`config.mk`:
```
export PLATFORM = sky130hd
export DESIGN_NAME = led_blink_ctrl
export DESIGN_NICKNAME = d
export VERILOG_FILES = /design/src/rtl/led_blink_ctrl.sv
export SDC_FILE = /design/constraint.sdc
export NUM_CORES = 1
export LEC_CHECK = 0
export ABC_AREA = 1
export BUFFER_PORTS_ARGS = -buffer_cell sky130_fd_sc_hd__buf_2
export CORE_ASPECT_RATIO = 0.5
export CORE_MARGIN = 5
export CORE_UTILIZATION = 49
export CTS_BUF_LIST = sky130_fd_sc_hd__clkbuf_16
export DETAILED_ROUTE_END_ITERATION = 10
export PLACE_DENSITY_LB_ADDON = 0.25
export SLEW_MARGIN = 20
export SYNTH_ARGS = -nofsm -noshare
export SYNTH_HDL_FRONTEND = slang
export SYNTH_SLANG_ARGS = --single-unit
export TNS_END_PERCENT = 1
```
`constraint.sdc`:
```
create_clock -name clk -period 2.2 [get_ports clk]
set_clock_uncertainty 0.1 [all_clocks]
set_input_delay 0 -clock clk [delete_from_list [all_inputs] [get_ports clk]]
set_output_delay 0 -clock clk [all_outputs]
set_load 0.01 [all_outputs]
```
`src/rtl/led_blink_ctrl.sv`:
```
// Multi-channel LED blink controller: shared prescaler, per-channel rate select,
// continuous or N-blink burst mode. Optional per-channel PWM brightness via LED_BLINK_PWM_EN.
module led_blink_ctrl #(
    parameter int CH    = 4,
    parameter int DIV_W = 27,
    parameter int CNT_W = 4
) (
    input  logic               clk,
    input  logic               rst,
    input  logic [2*CH-1:0]    rate_sel,
    input  logic [CH-1:0]      mode,
    input  logic [CH-1:0]      start,
    input  logic [CNT_W-1:0]   burst_len,
`ifdef LED_BLINK_PWM_EN
    input  logic [4*CH-1:0]    bright,
`endif
    output logic [CH-1:0]      led,
    output logic [CH-1:0]      busy
);

    typedef enum logic [1:0] {
        IDLE = 2'd0,
        ARM  = 2'd1,
        ON   = 2'd2,
        OFF  = 2'd3
    } state_t;

    logic [DIV_W-1:0] div_cnt;
    logic [3:0]       tick;

    // NOTE: sequential state uses non-blocking assignments so every register samples
    // pre-edge values and updates together; blocking here would create ordering races.
    always_ff @(posedge clk or posedge rst) begin
        if (rst) begin
            div_cnt <= '0;
        end else begin
            div_cnt <= div_cnt + DIV_W'(1);
        end
    end

    // Index 0 is the "off" rate and never ticks, so tick[rate] selects directly.
    assign tick = {&div_cnt[DIV_W-4:0], &div_cnt[DIV_W-3:0], &div_cnt[DIV_W-2:0], 1'b0};

    for (genvar i = 0; i < CH; i++) begin : g_ch
        state_t           st;
        state_t           st_nxt;
        logic             burst;
        logic             burst_nxt;
        logic [CNT_W-1:0] rem;
        logic [CNT_W-1:0] rem_nxt;
        logic [1:0]       rate;
        logic             ch_tick;
        logic             led_c;
        logic             busy_c;

        assign rate    = rate_sel[2*i +: 2];
        assign ch_tick = tick[rate];

        always_ff @(posedge clk or posedge rst) begin
            if (rst) begin
                st    <= IDLE;
                burst <= 1'b0;
                rem   <= '0;
            end else begin
                st    <= st_nxt;
                burst <= burst_nxt;
                rem   <= rem_nxt;
            end
        end

        // NOTE: every output of a combinational block gets a default first, so no path
        // leaves a signal unassigned and no latch is inferred.
        always_comb begin
            st_nxt    = st;
            burst_nxt = burst;
            rem_nxt   = rem;
            if (rate == 2'b00) begin
                st_nxt    = IDLE;
                burst_nxt = 1'b0;
                rem_nxt   = '0;
            end else begin
                case (st)
                    IDLE: begin
                        if (!mode[i]) begin
                            st_nxt    = ARM;
                            burst_nxt = 1'b0;
                        end else if (start[i] && (burst_len != '0)) begin
                            st_nxt    = ARM;
                            burst_nxt = 1'b1;
                            rem_nxt   = burst_len;
                        end
                    end
                    ARM: begin
                        if (ch_tick) st_nxt = ON;
                    end
                    ON: begin
                        if (ch_tick) begin
                            st_nxt = OFF;
                            if (burst) rem_nxt = rem - CNT_W'(1);
                        end
                    end
                    OFF: begin
                        // Run type was latched on leaving IDLE; live mode only ends a continuous run.
                        if (ch_tick) begin
                            if (burst) st_nxt = (rem == '0) ? IDLE : ON;
                            else       st_nxt = mode[i] ? IDLE : ON;
                        end
                    end
                    default: st_nxt = IDLE;
                endcase
            end
        end

        always_comb begin
            busy_c = (st != IDLE);
`ifdef LED_BLINK_PWM_EN
            led_c  = (st == ON) && (div_cnt[3:0] < bright[4*i +: 4]);
`else
            led_c  = (st == ON);
`endif
        end

        assign led[i]  = led_c;
        assign busy[i] = busy_c;
    end

endmodule

```
; Word level (Yosys, flattened, before mapping)
; Index checks and enable logic that the tools add are counted.
[op_classes]
bitwise = 0
eq_ne = 44
n_shift = 0
n_addsub = 5
multipliers = 0
magnitude_cmp = 4
div = 0
n_reduce_logical = 44
mux = 88
[op_table]
columns = op, count
row1 = $mux 4, 20
row2 = $mux 2, 36
row3 = $ne 3x3->1 const B, 16
row4 = $pmux 2 s4, 4
row5 = $pmux 4 s2, 4
row6 = $add 27x1->27 const B, 1
row7 = $reduce_and 26->1, 1
row8 = $reduce_and 25->1, 1
row9 = $ne 3x2->1 const B, 8
row10 = $reduce_and 24->1, 1
row11 = $mux 1, 20
row12 = $reduce_and 5->1, 4
row13 = $eq 2x2->1 const B, 8
row14 = $logic_not 2->1, 8
row15 = $logic_not 4->1, 4
row16 = $ne 4x4->1 const B, 4
row17 = $reduce_and 4->1, 4
row18 = $reduce_bool 2->1, 8
row19 = $sub 4x1->4 const B, 4
row20 = $lt 2x3->1 const B, 4
row21 = $ne 3x1->1 const B, 4
row22 = $reduce_bool 3->1, 4
row23 = $bmux 1 s2, 4
row24 = $eq 2x1->1 const B, 4
row25 = 3 further kinds, 9
[totals]
mem_bits_ro = 0
latch_bits = 0
ram_bits = 0
out_inout_bits = 8
reg_bits = 55
n_memories = 0
word_cells = 198
input_bits = 22

; Longest topological paths before layout
[depth]
ltp_word = 6
mapped_depth = 10

; Least setup slack after synthesis
; OpenSTA, ideal clock, no wires.
[synth_path]
path_kind = flip-flop to flip-flop
start = reg div_cnt[0]
end = reg g_ch[2].rem[3]
setup_slack_ns = 0.605
stages_incl_launch_ff = 11
arrival_time_ns = 1.378
path_buffers = 0
setup_ns = 0.117
required_time_ns = 1.983
synth_period_minus_slack_ns = 1.595
cell_sequence = dfrtp_1 ha_1 nand2_1 nor2_4 nand2_4 nor2_4 nand3_1 nand3_2 nand2_2 nand2_1 nand2_1
[synth_via]
elab_chain_len = 5
[synth_rtl]
columns = item, line
row1 = from (decl), 28  ; logic [DIV_W-1:0] div_cnt;
row2 = from (signal assigned), 37  ; div_cnt <= div_cnt + DIV_W'(1);
row3 = $reduce_and 26->1 (tied with other cells), 42  ; assign tick = {&div_cnt[DIV_W-4:0], &div_cnt[DIV_W-3:0], &div_cnt[DIV_W-2:0], 1'b0};
row4 = $bmux 1 s2 *, 57  ; assign ch_tick = tick[rate];
row5 = $mux 1 (not written as such) *, 57
row6 = $ne 3x2->1 (no source line) *, --
row7 = $reduce_and 5->1 (no source line) *, --
row8 = to (signal assigned), 67  ; rem <= rem_nxt;
row9 = to (decl), 49  ; logic [CNT_W-1:0] rem;
; Every way passes the cells marked *; elsewhere a longest branch is shown, timed or not. The select of a mux whose other input is x is not followed.
; A chain may end at the register's enable or synchronous reset.

; Worst setup path in the final report
[layout_path]
start = reg div_cnt[0]
end = reg g_ch[2].rem[0]
; The elaborated chain is that of the path after synthesis.

==> tab_implementation.tex <==
\begin{tabular}{lr}
\hline
Metric & Value \\
\hline
\multicolumn{2}{l}{\textbf{Outcome}} \\
Status & finished, final reports clean \\
\multicolumn{2}{l}{\textbf{Timing}} \\
Worst-case setup margin in the final layout & 0.3772 ns \\
Setup repair after global routing missed its margin & false \\
Worst slew margin relative to its limit & 64.12\% \\
Timing-limited maximum frequency & 548.6 MHz \\
Number of hold-slack violations in the final timing report & 0 \\
Transition at the pin with the smallest max-transition slack & 0.5363 ns \\
Post-layout min period & 1.823 ns \\
Hold Worst Slack & 0.02002 ns \\
Number of pins exceeding their max-slew limit in the final report & 0 \\
Portion of the clock cycle consumed by the worst path in the final layout & 82.85\% \\
Final setup violation count & 0 \\
Final total negative setup slack & 0 ns \\
\multicolumn{2}{l}{\textbf{Clock tree}} \\
CTS H-tree depth & 2 \\
Clock input transition at the sequential cells of the worst setup and hold paths & 0.07 ns \\
Clk sinks & 54 \\
TritonCTS clock tree & built \\
Number of buffers inserted during clock tree synthesis & 5 \\
Number of gates given a new drive strength after cts & 0 \\
CTS Buffer Depth & 2 \\
Cell at the root of the clock tree & sky130\_fd\_sc\_hd\_\_clkbuf\_16 \\
Clock latency of the later-clocked register in the worst-skew pair & 0.30 ns \\
\multicolumn{2}{l}{\textbf{Detailed routing}} \\
Routed length per placed instance & 12.38 um \\
DRT antenna net count & 0 \\
Per-cell via count in the routed design & 5.173 \\
Total DRC errors in the routed layout & 0 \\
Violation count after the first detailed-routing iteration & 201 \\
Routed Wire Length & 7217 um \\
First-pass DRT Iterations & 5 \\
Total vias in the final route & 3,016 \\
\multicolumn{2}{l}{\textbf{Power and ir drop}} \\
Fraction of power consumed by sequential logic & 37.0\% \\
Share of power burned in combinational logic & 39.8\% \\
PD cells & 989.5 nW/um\^{}2 \\
Net switching component of the power & 0.001495 W \\
Fraction of power spent switching nets & 38.95\% \\
Clock power frac & 23.2\% \\
Lkg Pwr & 1.976 nW \\
Worst VDD drop & 0.3354 mV \\
Total Power Consumption & 0.003839 W \\
Cell-internal power & 0.002344 W \\
\multicolumn{2}{l}{\textbf{Global route}} \\
Global route total overflow & 0 \\
First-pass GRT wire length & 12,890 um \\
Number of global-route vias before repair & 2,865 \\
Antenna violations before repair & 0 \\
Global Route Usage Sum & 17.64\% \\
Largest net degree at the start of global routing & 34 \\
\multicolumn{2}{l}{\textbf{Floorplan}} \\
IO Count & 30 \\
Floorplan core area & 6753 sq um \\
Number of cell rows & 21 \\
DIE HEIGHT & 69.25 um \\
Effective utilization at floorplan & 50.94\% \\
Full die area & 8897 sq um \\
Horizontal die dimension & 128.5 um \\
\multicolumn{2}{l}{\textbf{Placed design}} \\
Detailed Place HPWL & 5479 um \\
Pre-CTS WS & 0.3649 ns \\
Gp weighted congestion & 0.8314 \\
IO buf count & 29 \\
\multicolumn{2}{l}{\textbf{Critical path}} \\
Start of the worst register-to-register path & div\_cnt[0] \\
Worst setup slack for register-to-register paths & 0.38 ns \\
FF-to-FF End & g\_ch[2].rem[0] \\
Worst setup path endpoint & g\_ch[2].rem[0] \\
Crit end category & register \\
Data required time at the worst endpoint & 2.29 ns \\
Path depth of the worst reg2reg path & 10 \\
Arrival time at the worst endpoint & 1.91 ns \\
Critical Path Source Type & register \\
Launch point of the critical path & div\_cnt[0] \\
Crit Path Max Fanout & 7 \\
Start-to-end type of the worst setup path & reg2reg \\
\multicolumn{2}{l}{\textbf{Layout}} \\
Register area & 1351 sq um \\
Net count of the finished layout & 520 \\
Synthesis-to-finish area growth & 12.80\% \\
Fraction of final layout cells with drive strength greater than 1 & 14.26\% \\
Antenna diode instance count & 0 \\
Post-layout utilization of the core & 57.46\% \\
Area taken by multi-input logic gates & 1782 sq um \\
Total of fill cells in the finished design & 630 \\
\multicolumn{2}{l}{\textbf{Synthesis}} \\
Warnings, synthesis & 0 \\
Top post-synthesis cells by area & sky130\_fd\_sc\_hd\_\_dfrtp\_1 39\%, sky130\_fd\_sc\_hd\_\_nand2\_1 10\%, sky130\_fd\_sc\_hd\_\_inv\_1 6.3\%, sky130\_fd\_sc\_hd\_\_nor2\_1 6.0\%, sky130\_fd\_sc\_hd\_\_nand3\_1 4.9\% \\
Netlist Area Pre-Place & 3440 sq um \\
Count of different cell masters after synthesis & 37 \\
Sequential element share of the synthesized area & 39.29\% \\
Synthesized netlist cell count & 456 \\
Proportion of synthesized flip-flops having asynchronous set or reset & 100.0\% \\
Cell taking the most area after synthesis & sky130\_fd\_sc\_hd\_\_dfrtp\_1 \\
Top flip-flop cell by instance count after synthesis & sky130\_fd\_sc\_hd\_\_dfrtp\_1 \\
Post-synth net total & 486 \\
Synth top area share & 39.29\% \\
Synthesized area per cell & 7.543 sq um \\
Register bit total from synthesis & 54 \\
Post-synth EDFFs & 0 \\
\multicolumn{2}{l}{\textbf{Hold path}} \\
Hold/Removal Path Class & in2reg \\
Hold-critical path depth & 4 \\
\multicolumn{2}{l}{\textbf{Flow run}} \\
Max-cap check violation count & 0 \\
\hline
\end{tabular}
-- through the flow --
step                std cells  area (sq um)
CTS                       583          3880
global route              583          3880
finish                    583          3880
detailed placement        568          3645
global placement          568          3645
floorplan                 456          3440
-- repair_timing --
item | in CTS | in global routing
hold buffers | 7 | 0
hold endpoints to repair | 58 | 0
buffers inserted | 0 | 0
-- cell type report --
class / count / area share [%]
multi-input cells: 329 / 45.92
flip-flops and latches: 54 / 34.83
repair buffers: 39 / 6.127
inverters: 61 / 5.901
clock buffers: 5 / 3.225
well taps: 92 / 2.967
clock inverters: 3 / 1.032
-- cells in the final DEF (no fill, tap or decap), drive strengths merged --
master,instances
a211oi,8
a21oi,13
a22oi,1
a31oi,3
buf,32
bufinv,1
clkbuf,5
clkinv,3
dfrtp,54
dlygate4sd3,7
ha,8
inv,60
mux2,1
nand2,105
nand3,38
nand3b,2
nand4,19
nor2,62
nor3,9
nor3b,2
nor4,1
o211a,1
o211ai,1
o21ai,26
o22ai,2
o31ai,1
or2,2
xnor2,10
xor2,14
-- kinds of logic after synthesis --
family / synth area share [%]
xor gates and xnor gates: 6.111
DFF: 39.29
muxes: 0.3274
adders and majority gates: 2.910
and+or+nand+nor: 33.18
buffers and inverters: 8.913
AOI/OAI and AO/OA: 9.276
-- synthesized netlist by cell type (all sizes together) (3+ instances only) --
cell type,number
nand2,105
nor2,62
inv,60
dfrtp,54
nand3,38
o21ai,26
nand4,19
xor2,14
a21oi,13
buf,10
xnor2,10
nor3,9
a211oi,8
ha,8
a31oi,3
-- power groups by stage --
stage          logic (W)  registers, W  clock network, W
6_report         0.00153       0.00142          0.000891
3_3_place_gp     0.00148       0.00143                 0
5_1_grt          0.00177       0.00145          0.000973
3_5_place_dp     0.00150       0.00144                 0
2_1_floorplan    0.00126       0.00139                 0
4_1_cts          0.00153       0.00142          0.000920
-- sequential cells by signal (all words and copies together), names as in the netlist --
signal      cells
g_ch.rem       16
div_cnt        26
g_ch.st         8
g_ch.burst      4
-- routing by layer --
metal / routed length (um) / vias to the layer above / global-route usage [%]
met4: 112 / 0 / 4.824
met3: 385 / 11 / 3.769
met1: 3447 / 1385 / 23.98
li1: - / 1553 / -
met2: 3271 / 67 / 28.47
met5: 0 / - / 0
-- worst max-delay path, cell delays in order (launching register included) --
cell	delay (ns)
sky130_fd_sc_hd__dfrtp_1	0.35
sky130_fd_sc_hd__ha_1	0.18
sky130_fd_sc_hd__nand2_1	0.09
sky130_fd_sc_hd__nor2_4	0.14
sky130_fd_sc_hd__nand2_4	0.10
sky130_fd_sc_hd__nor2_4	0.23
sky130_fd_sc_hd__nand3_1	0.15
sky130_fd_sc_hd__nand3_2	0.14
sky130_fd_sc_hd__nand2_2	0.10
sky130_fd_sc_hd__nand2_1	0.08
sky130_fd_sc_hd__nand2_1	0.04
-- worst min-delay path by stage --
stage	startpoint	end	slack (ns)
after floorplan	mode[1]	g_ch[1].burst	0.06
after global placement	rst	div_cnt[12]	-0.23
after detailed placement	rst	div_cnt[14]	-0.24
after CTS	start[1]	g_ch[1].burst	0.01
after global routing	start[1]	g_ch[1].burst	0.04
final	start[1]	g_ch[1].burst	0.02
Note: power is estimated with default switching activity, not from simulation.
